===== config.mk =====
export PLATFORM = sky130hd
export DESIGN_NAME = multicycle_ctrl_fsm
export DESIGN_NICKNAME = d
export VERILOG_FILES = /design/src/rtl/multicycle_ctrl_fsm.sv
export SDC_FILE = /design/constraint.sdc
export NUM_CORES = 1
export LEC_CHECK = 0
export ABC_AREA = 0
export ABC_CLOCK_PERIOD_IN_PS = 1900
export BUFFER_PORTS_ARGS = -buffer_cell sky130_fd_sc_hd__clkbuf_2
export CAP_MARGIN = 30
export CORE_MARGIN = 2
export CORE_UTILIZATION = 51
export CTS_BUF_LIST = sky130_fd_sc_hd__clkbuf_2
export DETAILED_ROUTE_END_ITERATION = 16
export GPL_TIMING_DRIVEN = 0
export PLACE_DENSITY = 0.81
export SLEW_MARGIN = 10
export SYNTH_ARGS = -nofsm -noshare
export SYNTH_HDL_FRONTEND = slang
export SYNTH_SLANG_ARGS = --single-unit

===== constraint.sdc =====
create_clock -name CLK -period 1.9 [get_ports CLK]
set_clock_uncertainty 0.15 [all_clocks]
set_input_delay 0.095 -clock CLK [delete_from_list [all_inputs] [get_ports CLK]]
set_output_delay 0.095 -clock CLK [all_outputs]
set_load 0.05 [all_outputs]

===== src/rtl/multicycle_ctrl_fsm.sv =====
// Purpose: multicycle MIPS-subset control unit; sequences IF/ID/EXE/MEM/WB and drives all datapath strobes.
// Latency: j/jr/jal 2, beq 3, ALU/sw 4, lw 5 cycles per instruction, plus IF_WAIT extra cycles in IF.
// Backpressure: none; instruction memory slowness is absorbed by the fixed IF_WAIT count.
//
// Ports:
//   CLK, RST        rising-edge clock, asynchronous active-high reset
//   op, zero        IR opcode field (valid from ID until the next IRWre), ALU zero flag (valid in EXE_BR)
//   PCWre, IRWre, InsMemRW, RegWre, RegDst, WrRegData, DBDataSrc, DataMemRW,
//   ALUSrcA, ALUSrcB, ExtSel, PCSrc, ALUOp   datapath controls, combinational from state + op
//   illegal_op      sticky undefined-opcode flag
// Build option: define ILLEGAL_OP_TRAP_EN to halt on undefined opcodes and raise illegal_op;
// without it undefined opcodes execute as a NOP and illegal_op is tied low.

module multicycle_ctrl_fsm #(
    parameter int          IF_WAIT = 0,
    parameter logic [5:0]  HALT_OP = 6'b111111
) (
    input  logic       CLK,
    input  logic       RST,
    input  logic [5:0] op,
    input  logic       zero,
    output logic       PCWre,
    output logic       IRWre,
    output logic       InsMemRW,
    output logic       RegWre,
    output logic [1:0] RegDst,
    output logic       WrRegData,
    output logic       DBDataSrc,
    output logic       DataMemRW,
    output logic       ALUSrcA,
    output logic       ALUSrcB,
    output logic       ExtSel,
    output logic [1:0] PCSrc,
    output logic [2:0] ALUOp,
    output logic       illegal_op
);

    localparam logic [5:0] OP_ADD  = 6'b000000;
    localparam logic [5:0] OP_SUB  = 6'b000001;
    localparam logic [5:0] OP_ADDI = 6'b000010;
    localparam logic [5:0] OP_OR   = 6'b010000;
    localparam logic [5:0] OP_AND  = 6'b010001;
    localparam logic [5:0] OP_ORI  = 6'b010010;
    localparam logic [5:0] OP_SLL  = 6'b011000;
    localparam logic [5:0] OP_SLT  = 6'b100110;
    localparam logic [5:0] OP_SW   = 6'b110000;
    localparam logic [5:0] OP_LW   = 6'b110001;
    localparam logic [5:0] OP_BEQ  = 6'b110100;
    localparam logic [5:0] OP_J    = 6'b111000;
    localparam logic [5:0] OP_JR   = 6'b111001;
    localparam logic [5:0] OP_JAL  = 6'b111010;

    localparam logic [2:0] ALU_ADD = 3'b000;
    localparam logic [2:0] ALU_SUB = 3'b001;
    localparam logic [2:0] ALU_SLL = 3'b010;
    localparam logic [2:0] ALU_OR  = 3'b011;
    localparam logic [2:0] ALU_AND = 3'b100;
    localparam logic [2:0] ALU_SLT = 3'b110;

    localparam logic [1:0] IF_WAIT_C = 2'(IF_WAIT);

    typedef enum logic [3:0] {
        S_IF, S_ID, S_EXE_AL, S_WB_AL, S_EXE_BR, S_EXE_LS, S_MEM, S_WB_LD, S_HALT
    } state_t;

    state_t     state;
    logic [1:0] wait_cnt;

    // Opcode classification
    logic is_halt, is_rtype, is_alu_i, is_alu, is_lw, is_sw, is_ls, is_beq;
    logic is_j, is_jr, is_jal, is_jump;

    always_comb begin
        is_halt  = (op == HALT_OP);
        is_rtype = (op == OP_ADD) || (op == OP_SUB) || (op == OP_OR) ||
                   (op == OP_AND) || (op == OP_SLL) || (op == OP_SLT);
        is_alu_i = (op == OP_ADDI) || (op == OP_ORI);
        is_alu   = is_rtype || is_alu_i;
        is_lw    = (op == OP_LW);
        is_sw    = (op == OP_SW);
        is_ls    = is_lw || is_sw;
        is_beq   = (op == OP_BEQ);
        is_j     = (op == OP_J);
        is_jr    = (op == OP_JR);
        is_jal   = (op == OP_JAL);
        is_jump  = is_j || is_jr || is_jal;
    end

    // State register, IF wait counter and sticky trap flag
    always_ff @(posedge CLK or posedge RST) begin
        if (RST) begin
            state    <= S_IF;
            wait_cnt <= 2'd0;
`ifdef ILLEGAL_OP_TRAP_EN
            illegal_op <= 1'b0;
`endif
        end else begin
            case (state)
                S_IF: begin
                    if (wait_cnt == IF_WAIT_C) begin
                        wait_cnt <= 2'd0;
                        state    <= S_ID;
                    end else begin
                        wait_cnt <= wait_cnt + 2'd1;
                    end
                end
                S_ID: begin
                    if (is_halt)       state <= S_HALT;
                    else if (is_jump)  state <= S_IF;
                    else if (is_beq)   state <= S_EXE_BR;
                    else if (is_ls)    state <= S_EXE_LS;
                    else if (is_alu)   state <= S_EXE_AL;
                    else begin
`ifdef ILLEGAL_OP_TRAP_EN
                        state      <= S_HALT;
                        illegal_op <= 1'b1;
`else
                        state <= S_IF;
`endif
                    end
                end
                S_EXE_AL: state <= S_WB_AL;
                S_WB_AL:  state <= S_IF;
                S_EXE_BR: state <= S_IF;
                S_EXE_LS: state <= S_MEM;
                S_MEM:    state <= is_lw ? S_WB_LD : S_IF;
                S_WB_LD:  state <= S_IF;
                S_HALT:   state <= S_HALT;
                default:  state <= S_IF;
            endcase
        end
    end

`ifndef ILLEGAL_OP_TRAP_EN
    assign illegal_op = 1'b0;
`endif

    // Output decode. Static fields are only driven once op is valid (ID onwards),
    // so IF and HALT present a clean all-zero control word apart from the fetch strobes.
    always_comb begin
        PCWre     = 1'b0;
        IRWre     = 1'b0;
        InsMemRW  = 1'b0;
        RegWre    = 1'b0;
        RegDst    = 2'b00;
        WrRegData = 1'b0;
        DBDataSrc = 1'b0;
        DataMemRW = 1'b0;
        ALUSrcA   = 1'b0;
        ALUSrcB   = 1'b0;
        ExtSel    = 1'b0;
        PCSrc     = 2'b00;
        ALUOp     = ALU_ADD;

        if (state != S_IF && state != S_HALT) begin
            if (is_rtype)                                      RegDst = 2'b10;
            else if ((op == OP_ADDI) || (op == OP_ORI) || is_lw) RegDst = 2'b01;
            ALUSrcB = is_alu_i || is_ls;
            ALUSrcA = (op == OP_SLL);
            ExtSel  = (op != OP_ORI);
            case (op)
                OP_SUB, OP_BEQ: ALUOp = ALU_SUB;
                OP_SLL:         ALUOp = ALU_SLL;
                OP_OR, OP_ORI:  ALUOp = ALU_OR;
                OP_AND:         ALUOp = ALU_AND;
                OP_SLT:         ALUOp = ALU_SLT;
                default:        ALUOp = ALU_ADD;
            endcase
        end

        case (state)
            S_IF: begin
                InsMemRW = 1'b1;
                IRWre    = (wait_cnt == IF_WAIT_C);
            end
            S_ID: begin
                if (!is_halt) begin
                    if (is_j || is_jal) begin
                        PCWre = 1'b1;
                        PCSrc = 2'b11;
                    end else if (is_jr) begin
                        PCWre = 1'b1;
                        PCSrc = 2'b10;
                    end
`ifndef ILLEGAL_OP_TRAP_EN
                    else if (!is_beq && !is_ls && !is_alu) begin
                        PCWre = 1'b1;   // undefined opcode falls through as a NOP
                    end
`endif
                    if (is_jal) begin
                        RegWre    = 1'b1;
                        RegDst    = 2'b00;
                        WrRegData = 1'b0;   // link value is PC+4
                    end
                end
            end
            S_WB_AL: begin
                RegWre    = 1'b1;
                WrRegData = 1'b1;
                PCWre     = 1'b1;
            end
            S_EXE_BR: begin
                PCWre = 1'b1;
                PCSrc = zero ? 2'b01 : 2'b00;
            end
            S_MEM: begin
                if (is_sw) begin
                    DataMemRW = 1'b1;
                    PCWre     = 1'b1;
                end
            end
            S_WB_LD: begin
                RegWre    = 1'b1;
                DBDataSrc = 1'b1;
                WrRegData = 1'b1;
                PCWre     = 1'b1;
            end
            default: ;
        endcase
    end

endmodule


==> results of run 1 <==
worst max-delay path: cells and delay by family (launching register included):
| family | cells | cell delay [ps] |
|---|---|---|
| simple gates | 3 | 760 |
| compound gates | 1 | 150 |
| buf+inv | 1 | 230 |
| flops | 1 | 400 |
kinds of logic after synthesis:
logic type / count (synthesis) / share of synthesized area, %
buffers and inverters: 15 / 9.38
flip-flops: 6 / 19.1
other: 1 / 0.476
AO/OA/AOI/OAI: 28 / 25.3
multiplexers: 2 / 2.86
adder cells (fa/ha/maj): 2 / 3.18
AND/OR/NAND/NOR: 53 / 39.7
through the flow:
stage | hold WS, ps | TNS [ps] | power, mW
final | 168 | -331 | 1.20
after global routing | 196 | -686 | 1.26
after CTS | 132 | -512 | 1.12
after detailed placement | -144 | -384 | 0.919
after global placement | -162 | -398 | 0.901
after floorplan | -264 | -519 | 0.786
cell type report:
cell class	count	share of cell area (%)
sequential	6	13.1
timing repair buffer	31	20.2
multi-input combinational	86	56.8
clock buffer	3	1.31
inverter	5	1.64
buffer	9	5.14
tap	16	1.75
final timing paths:
kind,end,slack [ps],depth (start not counted)
min in group CLK,state[0],200,4
worst max register to register,state[0],110,6
max in group asynchronous,state[3],1220,3
worst min-delay path,state[0],170,3
worst min register to register,wait_cnt[1],450,2
worst max-delay path,PCSrc[0],-120,5
repair_timing:
action / in CTS / in global routing
resized for setup: 14 / 11
hold buffers: 1 / 0
pin swaps: 6 / 2
gates cloned: 0 / 0
endpoints found under the setup margin: 8 / 12
setup buffers: 4 / 2
endpoints found under the hold margin: 6 / 0
registers in the layout, summed over array words and instances, names as in the netlist:
name      flops
state         4
wait_cnt      2
routing by layer:
layer | up-vias | global-route usage, %
met5 | - | 0
met4 | 0 | 9.70
met3 | 12 | 5.96
met2 | 46 | 47.5
met1 | 432 | 36.3
li1 | 455 | -
power breakdown:
group | switching (mW) | internal [mW] | total [mW]
clock | 0.0516 | 0.0429 | 0.0945
sequential | 0.0162 | 0.146 | 0.162
combinational | 0.568 | 0.377 | 0.945
cell usage in the layout, fill, tap and decap left out, types with 2 or more instances in the layout:
master / n
nand2b_1: 4
clkbuf_2: 20
buf_6: 2
nand3_1: 4
a31oi_1: 2
nor3_2: 3
nand2_1: 9
dfrtp_1: 6
nor3_4: 2
a2bb2oi_1: 2
buf_4: 7
inv_1: 5
o21ai_0: 4
nand3b_1: 2
a21oi_1: 6
nor2_1: 6
buf_2: 3
nor2b_1: 3
nor3_1: 5
ha_1: 2
nor2b_2: 2
clkbuf_1: 3
mux2_2: 2
clkbuf_8: 3
buf_8: 3
and3_1: 2
==> summary.txt, run 1 <==
Status
  • Outcome: finished with violations
  • Violated checks: negative setup slack

Detailed routing
  • Met3 wire length: 153 um
  • Detailed-route via count: 945
  • Final WL: 2550 um
  • Residual DRC: 0
  • Post-route ant nets: 0
  • Metal-1 WL: 989 um
  • Via density: 6.06
  • WL per Instance: 16.4 um
  • Met2 WL: 1340 um
  • DR pass1 iterations: 4
  • Highest metal used: met4
  • DRT iter0 DRCs: 47

Power and ir drop
  • Power density cells: 1050 mW/mm2
  • VDD IR-drop max: 0.596 mV
  • Lkg Pwr: 0.525 nW

Floorplan
  • Core area: 0.00147 mm2
  • Die X-Extent: 43.3 um
  • IO Pins: 27
  • Die Y: 43.3 um
  • Cell Rows: 14
  • Die ar.: 0.00187 mm2
  • Initial core utilization: 53.5%

Timing
  • Time the worst path needs with I/O delays and setup: 2020 ps
  • Fmax: 496 MHz
  • Fin. max-slew vios: 0
  • Fin crit share: 106%
  • PnR worst setup slack: -116 ps
  • Final setup viols: 4
  • Final hold vios: 0
  • Unrepaired setup endpoints after global routing: true

Hold path
  • HP Class: in -> async

Place
  • Area after DPL: 995 um2
  • Placed cells: 147
  • IO Port Bufs: 24
  • Final Wtd Congestion: 0.854
  • Final HPWL DP: 1680 um
  • Place WS: -154 ps

Synthesis
  • Synth top area share: 19.1%
  • Commonest cells post-synth: nand2_1, nor3_1, a21oi_1
  • Syn Inst Count: 107
  • Ys flop type: dfrtp_1
  • Post-synth net total: 118
  • Largest cells by area after synthesis: dfrtp_1, nor3_1, nor2b_1, a21oi_1, nand2_1
  • Post-synth EDFFs: 0
  • Cell variety after synth: 45
  • Seq cells post-synth: 6
  • Seq/Total Area, Yosys: 19.1%
  • Most common cell in the netlist: nand2_1
  • Mean post-synth cell area: 7.36 um2
  • Synthesis Warnings: 0
  • Synth Cell Area: 787 um2
  • Asr flop ratio synth: 100%
  • Post-synth top area cell: dfrtp_1

Setup path
  • CP arrival: 1770 ps
  • Req. time, crit path: 1650 ps
  • CP endpoint kind: primary output
  • Slowest stage delay, CP: 440 ps
  • Crit-path cells: or3b_4 > nor3_4 > nand3b_1 > o32ai_2 > clkbuf_8
  • CP startpoint: state[0]
  • CP Launch Type: register
  • Maximum fanout along the worst path: 3
  • WS Path Type: reg -> out
  • R2R Path Start: state[0]
  • Crit path max-delay cell type: or3b_4

Layout
  • Footprint of the multi-input gates: 651 um2
  • Finished Layout Cells: 156
  • Post-layout instance area: 0.00114 mm2
  • Share of cells above drive strength 1: 42.9%
  • Layout Nets: 153
  • Area grow syn2layout: 45.5%
  • Fill cells: 116
  • Register area: 150 um2
  • Diode count: 0
  • Final design utilization: 77.8%

Clocking
  • H-Tree Depth: 1
  • Clock Latency Late Sink: 230 ps
  • Root Driver: clkbuf_2
  • CTS Buf Count: 3
  • Reg clk slew, reported paths: 80 ps
  • TritonCTS clock tree: done
  • CTS sink cnt: 6
  • Clock Tree Buf Depth: 2

GRT
  • Vias in the first global route: 907
  • Total grt overflow: 0
  • Total Routing Usage GR: 28.6%
  • First-pass GRT wire length: 4000 um
  • Pin count of the biggest net entering global routing: 11
  • Initial antenna violation count: 0

Flow run
  • Max Cap Violations: 0
Power figures use the tool's default switching activity.
==> run 2, diff against run 1 <==
--- a/config.mk
+++ b/config.mk
@@ -5,7 +5,6 @@
 export SDC_FILE = /design/constraint.sdc
 export NUM_CORES = 1
 export LEC_CHECK = 0
-export ABC_AREA = 0
 export ABC_CLOCK_PERIOD_IN_PS = 1900
 export BUFFER_PORTS_ARGS = -buffer_cell sky130_fd_sc_hd__clkbuf_2
 export CAP_MARGIN = 30
==> constraint.sdc (replaced) <==
create_clock -name CLK -period 1.9 [get_ports CLK]
set_clock_uncertainty 0.15 [all_clocks]
set_input_delay 0.095 -clock CLK [delete_from_list [all_inputs] [get_ports CLK]]
set_output_delay 0.095 -clock CLK [all_outputs]
set_load 0.1 [all_outputs]
==> summary.txt, run 2 <==
Status
  • Outcome: aborted with a tool error
  • Fail Step: global routing
  • Error msg: [ERROR DPL-0033] detailed placement checks failed during check placement.

Floorplan
  • Initial core utilization: 53.5% (unchanged)
  • Die Y: 43.3 um (unchanged)
  • IO Pins: 27 (unchanged)
  • Die X-Extent: 43.3 um (unchanged)
  • Cell Rows: 14 (unchanged)

Synthesis
  • Largest cells by area after synthesis: dfrtp_1, nor3_1, nor2b_1, a21oi_1, nand2_1
  • Most common cell in the netlist: nand2_1
  • Cell variety after synth: 45 (unchanged)
  • Synth top area share: 19.1% (unchanged)
  • Synthesis Warnings: 0 (unchanged)
  • Ys flop type: dfrtp_1
  • Asr flop ratio synth: 100% (unchanged)
  • Post-synth EDFFs: 0 (unchanged)
  • Commonest cells post-synth: nand2_1, nor3_1, a21oi_1
  • Seq cells post-synth: 6 (unchanged)
  • Mean post-synth cell area: 7.36 um2 (unchanged)
  • Synth Cell Area: 787 um2 (unchanged)
  • Syn Inst Count: 107 (unchanged)
  • Seq/Total Area, Yosys: 19.1% (unchanged)
  • Post-synth net total: 118 (unchanged)
  • Post-synth top area cell: dfrtp_1

Clocking
  • H-Tree Depth: 1 (unchanged)
  • CTS Buf Count: 3 (unchanged)
  • CTS sink cnt: 6 (unchanged)
  • Clock Tree Buf Depth: 2 (unchanged)
  • Root Driver: clkbuf_2

Place
  • IO Port Bufs: 24 (unchanged)
  • Area after DPL: 0.00110 mm2 (+10%)
  • Final Wtd Congestion: 0.828 (-3.1%)
  • Place WS: -361 ps (-207 ps)
  • Final HPWL DP: 1560 um (-7.0%)

Timing
  • Kind of the worst endpoint: primary output
  • Worst setup endpoint GRT: PCSrc[0]

GRT
  • Initial antenna violation count: 0
  • Pin count of the biggest net entering global routing: 11
## run 2: cell counts after synthesis
No cell type changed its count.
## run 2: logic make-up after synthesis
logic type	count (synthesis)	share of synthesized area, %
and+or+nand+nor	53	39.7
AOI/OAI and AO/OA	28	25.3
buffers and inverters	15	9.38
DFF	6	19.1
muxes	2	2.86
adders and majority gates	2	3.18
other	1	0.476
## run 2: what timing repair did
| action | in CTS |
|---|---|
| pin swaps | 4 |
| setup buffers | 5 |
| hold buffers | 1 |
| endpoints found under the hold margin | 6 |
| endpoints found under the setup margin | 16 |
| gates resized for setup | 32 |
## run 2: per-stage QoR
step	utilization (%)	cells	setup TNS, ps
after detailed placement	74.5	148	-1330
after CTS	89.5	157	-946
after global placement	73.7	147	-3140
after floorplan	-	107	-2590
==> run 3, diff against run 2 <==
--- a/config.mk
+++ b/config.mk
@@ -8,12 +8,11 @@
 export ABC_CLOCK_PERIOD_IN_PS = 1900
 export BUFFER_PORTS_ARGS = -buffer_cell sky130_fd_sc_hd__clkbuf_2
 export CAP_MARGIN = 30
-export CORE_MARGIN = 2
-export CORE_UTILIZATION = 51
-export CTS_BUF_LIST = sky130_fd_sc_hd__clkbuf_2
+export CORE_AREA = 2 2 63 65
 export DETAILED_ROUTE_END_ITERATION = 16
+export DIE_AREA = 0 0 65 67
 export GPL_TIMING_DRIVEN = 0
-export PLACE_DENSITY = 0.81
+export PLACE_DENSITY_LB_ADDON = 0.15
 export SLEW_MARGIN = 10
 export SYNTH_ARGS = -nofsm -noshare
 export SYNTH_HDL_FRONTEND = slang
==> summary.txt, run 3 (synthesis results as in run 1) <==
Timing
  • Fmax: 475 MHz
  • Unrepaired setup endpoints after global routing: true
  • Slew @ Worst Pin: 519 ps
  • Final hold vios: 0
  • Fin. max-slew vios: 0
  • PnR worst setup slack: -206 ps
  • Time the worst path needs with I/O delays and setup: 2110 ps
  • Final setup viols: 5
  • Max-slew headroom: 65.4%
  • Fin crit share: 111%

Power and ir drop
  • Lkg Pwr: 0.642 nW
  • Clock power frac: 10.2%
  • VDD IR-drop max: 0.657 mV
  • Net Switching: 975 uW
  • Total power: 1.85 mW
  • Switching share of power: 52.6%
  • Seq pwr share: 8.5%
  • Pint: 879 uW
  • Comb power frac: 81.3%
  • Power density cells: 1220 mW/mm2

Layout
  • Area grow syn2layout: 92.8%
  • Max reg flops: 4
  • Diode count: 0
  • Commonest non-fill, non-tap cells in the layout: buf_4, nand2_1, buf_6
  • Share of cells above drive strength 1: 50.3%
  • Register area: 150 um2
  • Finished Layout Cells: 197
  • Top reg by flops: state
  • Most common cell after layout, fill and taps aside: buf_4
  • Fill cells: 374
  • Largest regs: state x4, wait_cnt x2
  • Layout Nets: 162
  • Footprint of the multi-input gates: 739 um2

Clocking
  • Root Driver: clkbuf_8
  • CTS sink cnt: 6 (unchanged)
  • TritonCTS clock tree: done
  • Reg clk slew, reported paths: 40 ps
  • Clock Latency Late Sink: 220 ps
  • H-Tree Depth: 1 (unchanged)
  • Clock Tree Buf Depth: 2 (unchanged)
  • CTS Buf Count: 3 (unchanged)

Setup path
  • Kind of cell adding the most delay to the critical path: simple AND/OR/NAND/NOR gates
  • Req. time, crit path: 1650 ps
  • Crit path max-delay cell type: or3b_4
  • R2R Path Start: state[1]
  • CP Buf/Inv Count: 2
  • Slowest stage delay, CP: 430 ps
  • CP arrival: 1860 ps
  • CP endpoint kind: primary output
  • CP startpoint: state[1]
  • Crit-path cells: or3b_4 > nor3_4 > nand3b_1 > buf_6 > o32ai_4 > clkbuf_16
  • Maximum fanout along the worst path: 3
  • CP Launch Type: register
  • WS Path Type: reg -> out

Place
  • Final Wtd Congestion: 0.773 (-6.6%)
  • IO Port Bufs: 24 (unchanged)
  • Final HPWL DP: 1800 um (+15%)
  • Placed cells: 180 (+22%)

Detailed routing
  • Post-route ant nets: 0
  • Via density: 4.88
  • DRT iter0 DRCs: 22
  • Residual DRC: 0
  • WL per Instance: 13.9 um
  • Final WL: 2730 um
  • Detailed-route via count: 961
  • DR pass1 iterations: 4

Hold path
  • Worst hold start: op[3]
  • HP Class: in -> reg

GRT
  • First-pass GRT wire length: 4710 um
  • Pin count of the biggest net entering global routing: 11
  • Initial antenna violation count: 0
  • Total grt overflow: 0
  • Vias in the first global route: 991
  • Total Routing Usage GR: 14.0%

Floorplan
  • IO Pins: 27 (unchanged)
  • Die ar.: 0.00436 mm2
  • Cell Rows: 22 (+8)
  • Core area: 0.00361 mm2
  • Initial core utilization: 21.8% (-32 points)
  • Die X-Extent: 65 um (+50%)
  • Die Y: 67 um (+55%)

Status
  • Violated checks: negative setup slack
  • Outcome: finished with violations

Flow run
  • Max Cap Violations: 0
-- run 3: power by group through the flow --
stage | logic [mW] | clock network, mW | registers [mW]
detailed placement | 1.11 | 0 | 0.163
global placement | 1.09 | 0 | 0.162
global route | 1.58 | 0.204 | 0.160
CTS | 1.35 | 0.191 | 0.168
finish | 1.51 | 0.189 | 0.158
floorplan | 0.961 | 0 | 0.160
-- run 3: path summary, 6_finish.rpt --
check / slack, ps / cells after the start / to
worst max-delay path: -210 / 6 / PCSrc[0]
worst min-delay path: 170 / 4 / state[2]
worst max register to register: 80 / 6 / state[0]
worst min register to register: 410 / 2 / wait_cnt[0]
max in group asynchronous: 1220 / 3 / state[3]
min in group asynchronous: 180 / 3 / state[2]
-- run 3: stage by stage --
step | setup WS (ps) | cell area [um2] | utilization, % | hold WS [ps] | setup TNS, ps
final | -206 | 1520 | 42.1 | 167 | -805
after global routing | -290 | 1520 | 42.1 | 211 | -1350
after CTS | -254 | 1440 | 39.9 | 146 | -1020
after detailed placement | -382 | 1130 | 31.4 | -140 | -1680
after global placement | -515 | 1120 | 31.2 | -138 | -3400
after floorplan | -578 | 945 | - | -264 | -2590
-- run 3: layer usage --
layer,vias up,global-route usage [%],wire length [um]
met2,21,24.0,1410
met4,0,4.79,12
met3,2,2.36,114
met1,465,17.7,1200
met5,-,0,0
li1,473,-,-
-- run 3: timing repair --
item / CTS / global route
pin swaps: 6 / 4
hold buffers: 1 / 0
endpoints found under the setup margin: 14 / 15
endpoints found under the hold margin: 6 / 0
resized for setup: 35 / 18
setup buffers: 7 / 7
-- run 3: area by class of cell --
class	instances	area share, %
clock buffers	3	2.72
plain buffers	9	4.12
flip-flops and latches	6	9.89
multi-input cells	86	48.7
repair buffers	40	29.3
inverters	5	1.24
well taps	48	3.96
-- run 3: worst reg2reg max path, cell delays in order, from the launching register on --
cell and delay [ps]:
dfrtp_1 370, or3b_4 430, nor3_4 210, buf_4 130, buf_4 100, nand3b_1 100
a211oi_2 240
==> run 4, diff against run 3 <==
--- a/config.mk
+++ b/config.mk
@@ -8,11 +8,14 @@
 export ABC_CLOCK_PERIOD_IN_PS = 1900
 export BUFFER_PORTS_ARGS = -buffer_cell sky130_fd_sc_hd__clkbuf_2
 export CAP_MARGIN = 30
+export CELL_PAD_IN_SITES_DETAIL_PLACEMENT = 0
+export CELL_PAD_IN_SITES_GLOBAL_PLACEMENT = 1
 export CORE_AREA = 2 2 63 65
 export DETAILED_ROUTE_END_ITERATION = 16
 export DIE_AREA = 0 0 65 67
 export GPL_TIMING_DRIVEN = 0
 export PLACE_DENSITY_LB_ADDON = 0.15
+export SETUP_SLACK_MARGIN = 0.5
 export SLEW_MARGIN = 10
 export SYNTH_ARGS = -nofsm -noshare
 export SYNTH_HDL_FRONTEND = slang
==> summary.txt, run 4 (synthesis results as in run 1) <==
Status
  • Outcome: finished with violations
  • Violated checks: negative setup slack

Floorplan
  • Die Y: 67 um (unchanged)
  • Die X-Extent: 65 um (unchanged)
  • Die ar.: 0.00436 mm2 (unchanged)
  • IO Pins: 27 (unchanged)
  • Initial core utilization: 21.8% (unchanged)
  • Cell Rows: 22 (unchanged)
  • Core area: 0.00361 mm2 (unchanged)

GRT
  • Vias in the first global route: 1062 (+7.2%)
  • Pin count of the biggest net entering global routing: 11 (unchanged)
  • Initial antenna violation count: 0 (unchanged)
  • Total Routing Usage GR: 14.9% (+0.89 points)
  • Total grt overflow: 0 (unchanged)
  • First-pass GRT wire length: 5080 um (+7.8%)

Timing
  • Final setup viols: 4 (-1)
  • Fin. max-slew vios: 0 (unchanged)
  • PnR worst setup slack: -250 ps (-43.3 ps)
  • Max-slew headroom: 63.5% (-1.9 points)
  • Slew @ Worst Pin: 548 ps (+29.2 ps)
  • Unrepaired setup endpoints after global routing: true
  • Fin crit share: 113% (+2.3 points)
  • Final hold vios: 0 (unchanged)
  • Fmax: 465 MHz (-2.0%)
  • Time the worst path needs with I/O delays and setup: 2150 ps (+43.3 ps)

Power and ir drop
  • Total power: 2.08 mW (+12%)
  • Comb power frac: 83.0% (+1.7 points)
  • Switching share of power: 49.9% (-2.7 points)
  • VDD IR-drop max: 0.837 mV (+27%)
  • Power density cells: 1130 mW/mm2 (-7.1%)
  • Net Switching: 1.04 mW (+6.4%)
  • Pint: 1.04 mW (+18%)
  • Clock power frac: 9.0% (-1.2 points)
  • Lkg Pwr: 0.761 nW (+19%)
  • Seq pwr share: 8.0% (-0.5 points)

Layout
  • Top reg by flops: state
  • Commonest non-fill, non-tap cells in the layout: clkbuf_16, buf_4, buf_6
  • Largest regs: state x4, wait_cnt x2
  • Footprint of the multi-input gates: 808 um2 (+9.3%)
  • Layout Nets: 168 (+3.7%)
  • Finished Layout Cells: 203 (+3.0%)
  • Area grow syn2layout: 133%
  • Diode count: 0 (unchanged)
  • Share of cells above drive strength 1: 58.7% (+8.4 points)
  • Fill cells: 320 (-14%)
  • Register area: 150 um2 (unchanged)
  • Max reg flops: 4 (unchanged)
  • Most common cell after layout, fill and taps aside: clkbuf_16

Clocking
  • H-Tree Depth: 1 (unchanged)
  • Clock Latency Late Sink: 220 ps (about the same)
  • CTS Buf Count: 3 (unchanged)
  • Reg clk slew, reported paths: 40 ps (about the same)
  • TritonCTS clock tree: done
  • Root Driver: clkbuf_8
  • Clock Tree Buf Depth: 2 (unchanged)
  • CTS sink cnt: 6 (unchanged)

Setup path
  • R2r endpoint: state[0]
  • Req. time, crit path: 1650 ps (about the same)
  • Kind of cell adding the most delay to the critical path: simple AND/OR/NAND/NOR gates
  • CP endpoint kind: primary output
  • R2R setup slack: 110 ps (+30 ps)
  • Maximum fanout along the worst path: 3 (unchanged)
  • CP most frequent cell: buf_6
  • Slowest stage delay, CP: 400 ps (-30 ps)
  • WS Path Type: reg -> out
  • CP Buf/Inv Count: 3 (+1)
  • CP Launch Type: register
  • Crit-path cells: buf_6 > or3b_4 > nor3_4 > nand3b_1 > buf_6 > o32ai_4 > clkbuf_16
  • Worst R2R Path Depth: 7 (+1)
  • CP arrival: 1900 ps (+40 ps)
  • R2R Path Start: state[3]
  • Crit path max-delay cell type: or3b_4

Detailed routing
  • DR pass1 iterations: 4 (unchanged)
  • Met2 WL: 1560 um (+11%)
  • DRT iter0 DRCs: 33 (+50%)
  • Final WL: 2950 um (+7.7%)
  • Detailed-route via count: 967 (+0.62%)
  • Met3 wire length: 73 um (-36%)
  • WL per Instance: 14.5 um (+4.5%)
  • Metal-1 WL: 1310 um (+9.4%)
  • Via density: 4.76 (-2.3%)
  • Post-route ant nets: 0 (unchanged)
  • Residual DRC: 0 (unchanged)
  • Highest metal used: met3

Place
  • Final HPWL DP: 1840 um (+2.3%)
  • Final Wtd Congestion: 0.732 (-5.4%)
  • Placed cells: 179 (-0.56%)
  • IO Port Bufs: 24 (unchanged)

Hold path
  • Worst hold start: op[3]
  • HP Class: in -> reg
  • Hold endpoint: state[2]
  • Worst Hold Depth: 4 (unchanged)

Flow run
  • Max Cap Violations: 0 (unchanged)
run 4: cell count changes in the layout (fill, tap and decap cells not counted), sizes merged:
cell	change
clkbuf	+6
run 4: through the flow:
step	utilization [%]	setup slack (ps)	TNS [ps]	hold slack [ps]	instance area, um2
2_1_floorplan	-	-578	-2590	-264	1000
3_3_place_gp	32.9	-483	-3260	-149	1180
3_5_place_dp	32.9	-481	-3170	-144	1180
4_1_cts	50.0	-247	-918	150	1800
5_1_grt	50.8	-344	-1230	184	1830
6_report	50.8	-250	-906	151	1830
run 4: worst min-delay path, delay by kind of cell:
family,cells,cell delay (ps)
buffers and inverters,1,140
AO/OA/AOI/OAI,2,130
AND/OR/NAND/NOR,1,110
run 4: worst max-delay path by stage:
stage	to	cells past startpoint	start	slack, ps
2_1_floorplan	IRWre	3	state[0]	-580
3_3_place_gp	RegDst[0]	6	state[0]	-480
3_5_place_dp	RegDst[0]	6	state[0]	-480
4_1_cts	PCSrc[0]	7	state[3]	-250
5_1_grt	PCSrc[0]	7	state[3]	-340
6_report	PCSrc[0]	7	state[3]	-250
run 4: routing by layer:
metal,global-route usage (%),up-vias
met5,0,-
met4,3.99,0
met3,1.69,0
met2,27.6,15
met1,18.1,469
li1,-,483
run 4: area by class of cell:
| cell class | instances | share of cell area (%) |
|---|---|---|
| flip-flops and latches | 6 | 8.20 |
| well taps | 48 | 3.28 |
| clock buffers | 3 | 2.26 |
| repair buffers | 45 | 35.3 |
| multi-input cells | 86 | 44.2 |
| plain buffers | 10 | 5.74 |
| inverters | 5 | 1.03 |
run 4: what timing repair did:
item | in CTS | in global routing
hold buffers | 1 | 0
resized for setup | 73 | 4
setup buffers | 18 | 2
setup endpoints to repair | 21 | 23
hold endpoints to repair | 6 | 0
pin swaps | 9 | 4
gates cloned | 0 | 0
run 4: power groups by stage:
stage | registers, mW | clock network (mW) | logic, mW
2_1_floorplan | 0.160 | 0 | 0.974
3_3_place_gp | 0.162 | 0 | 1.12
3_5_place_dp | 0.162 | 0 | 1.11
4_1_cts | 0.163 | 0.192 | 1.68
5_1_grt | 0.167 | 0.203 | 1.80
6_report | 0.165 | 0.187 | 1.73
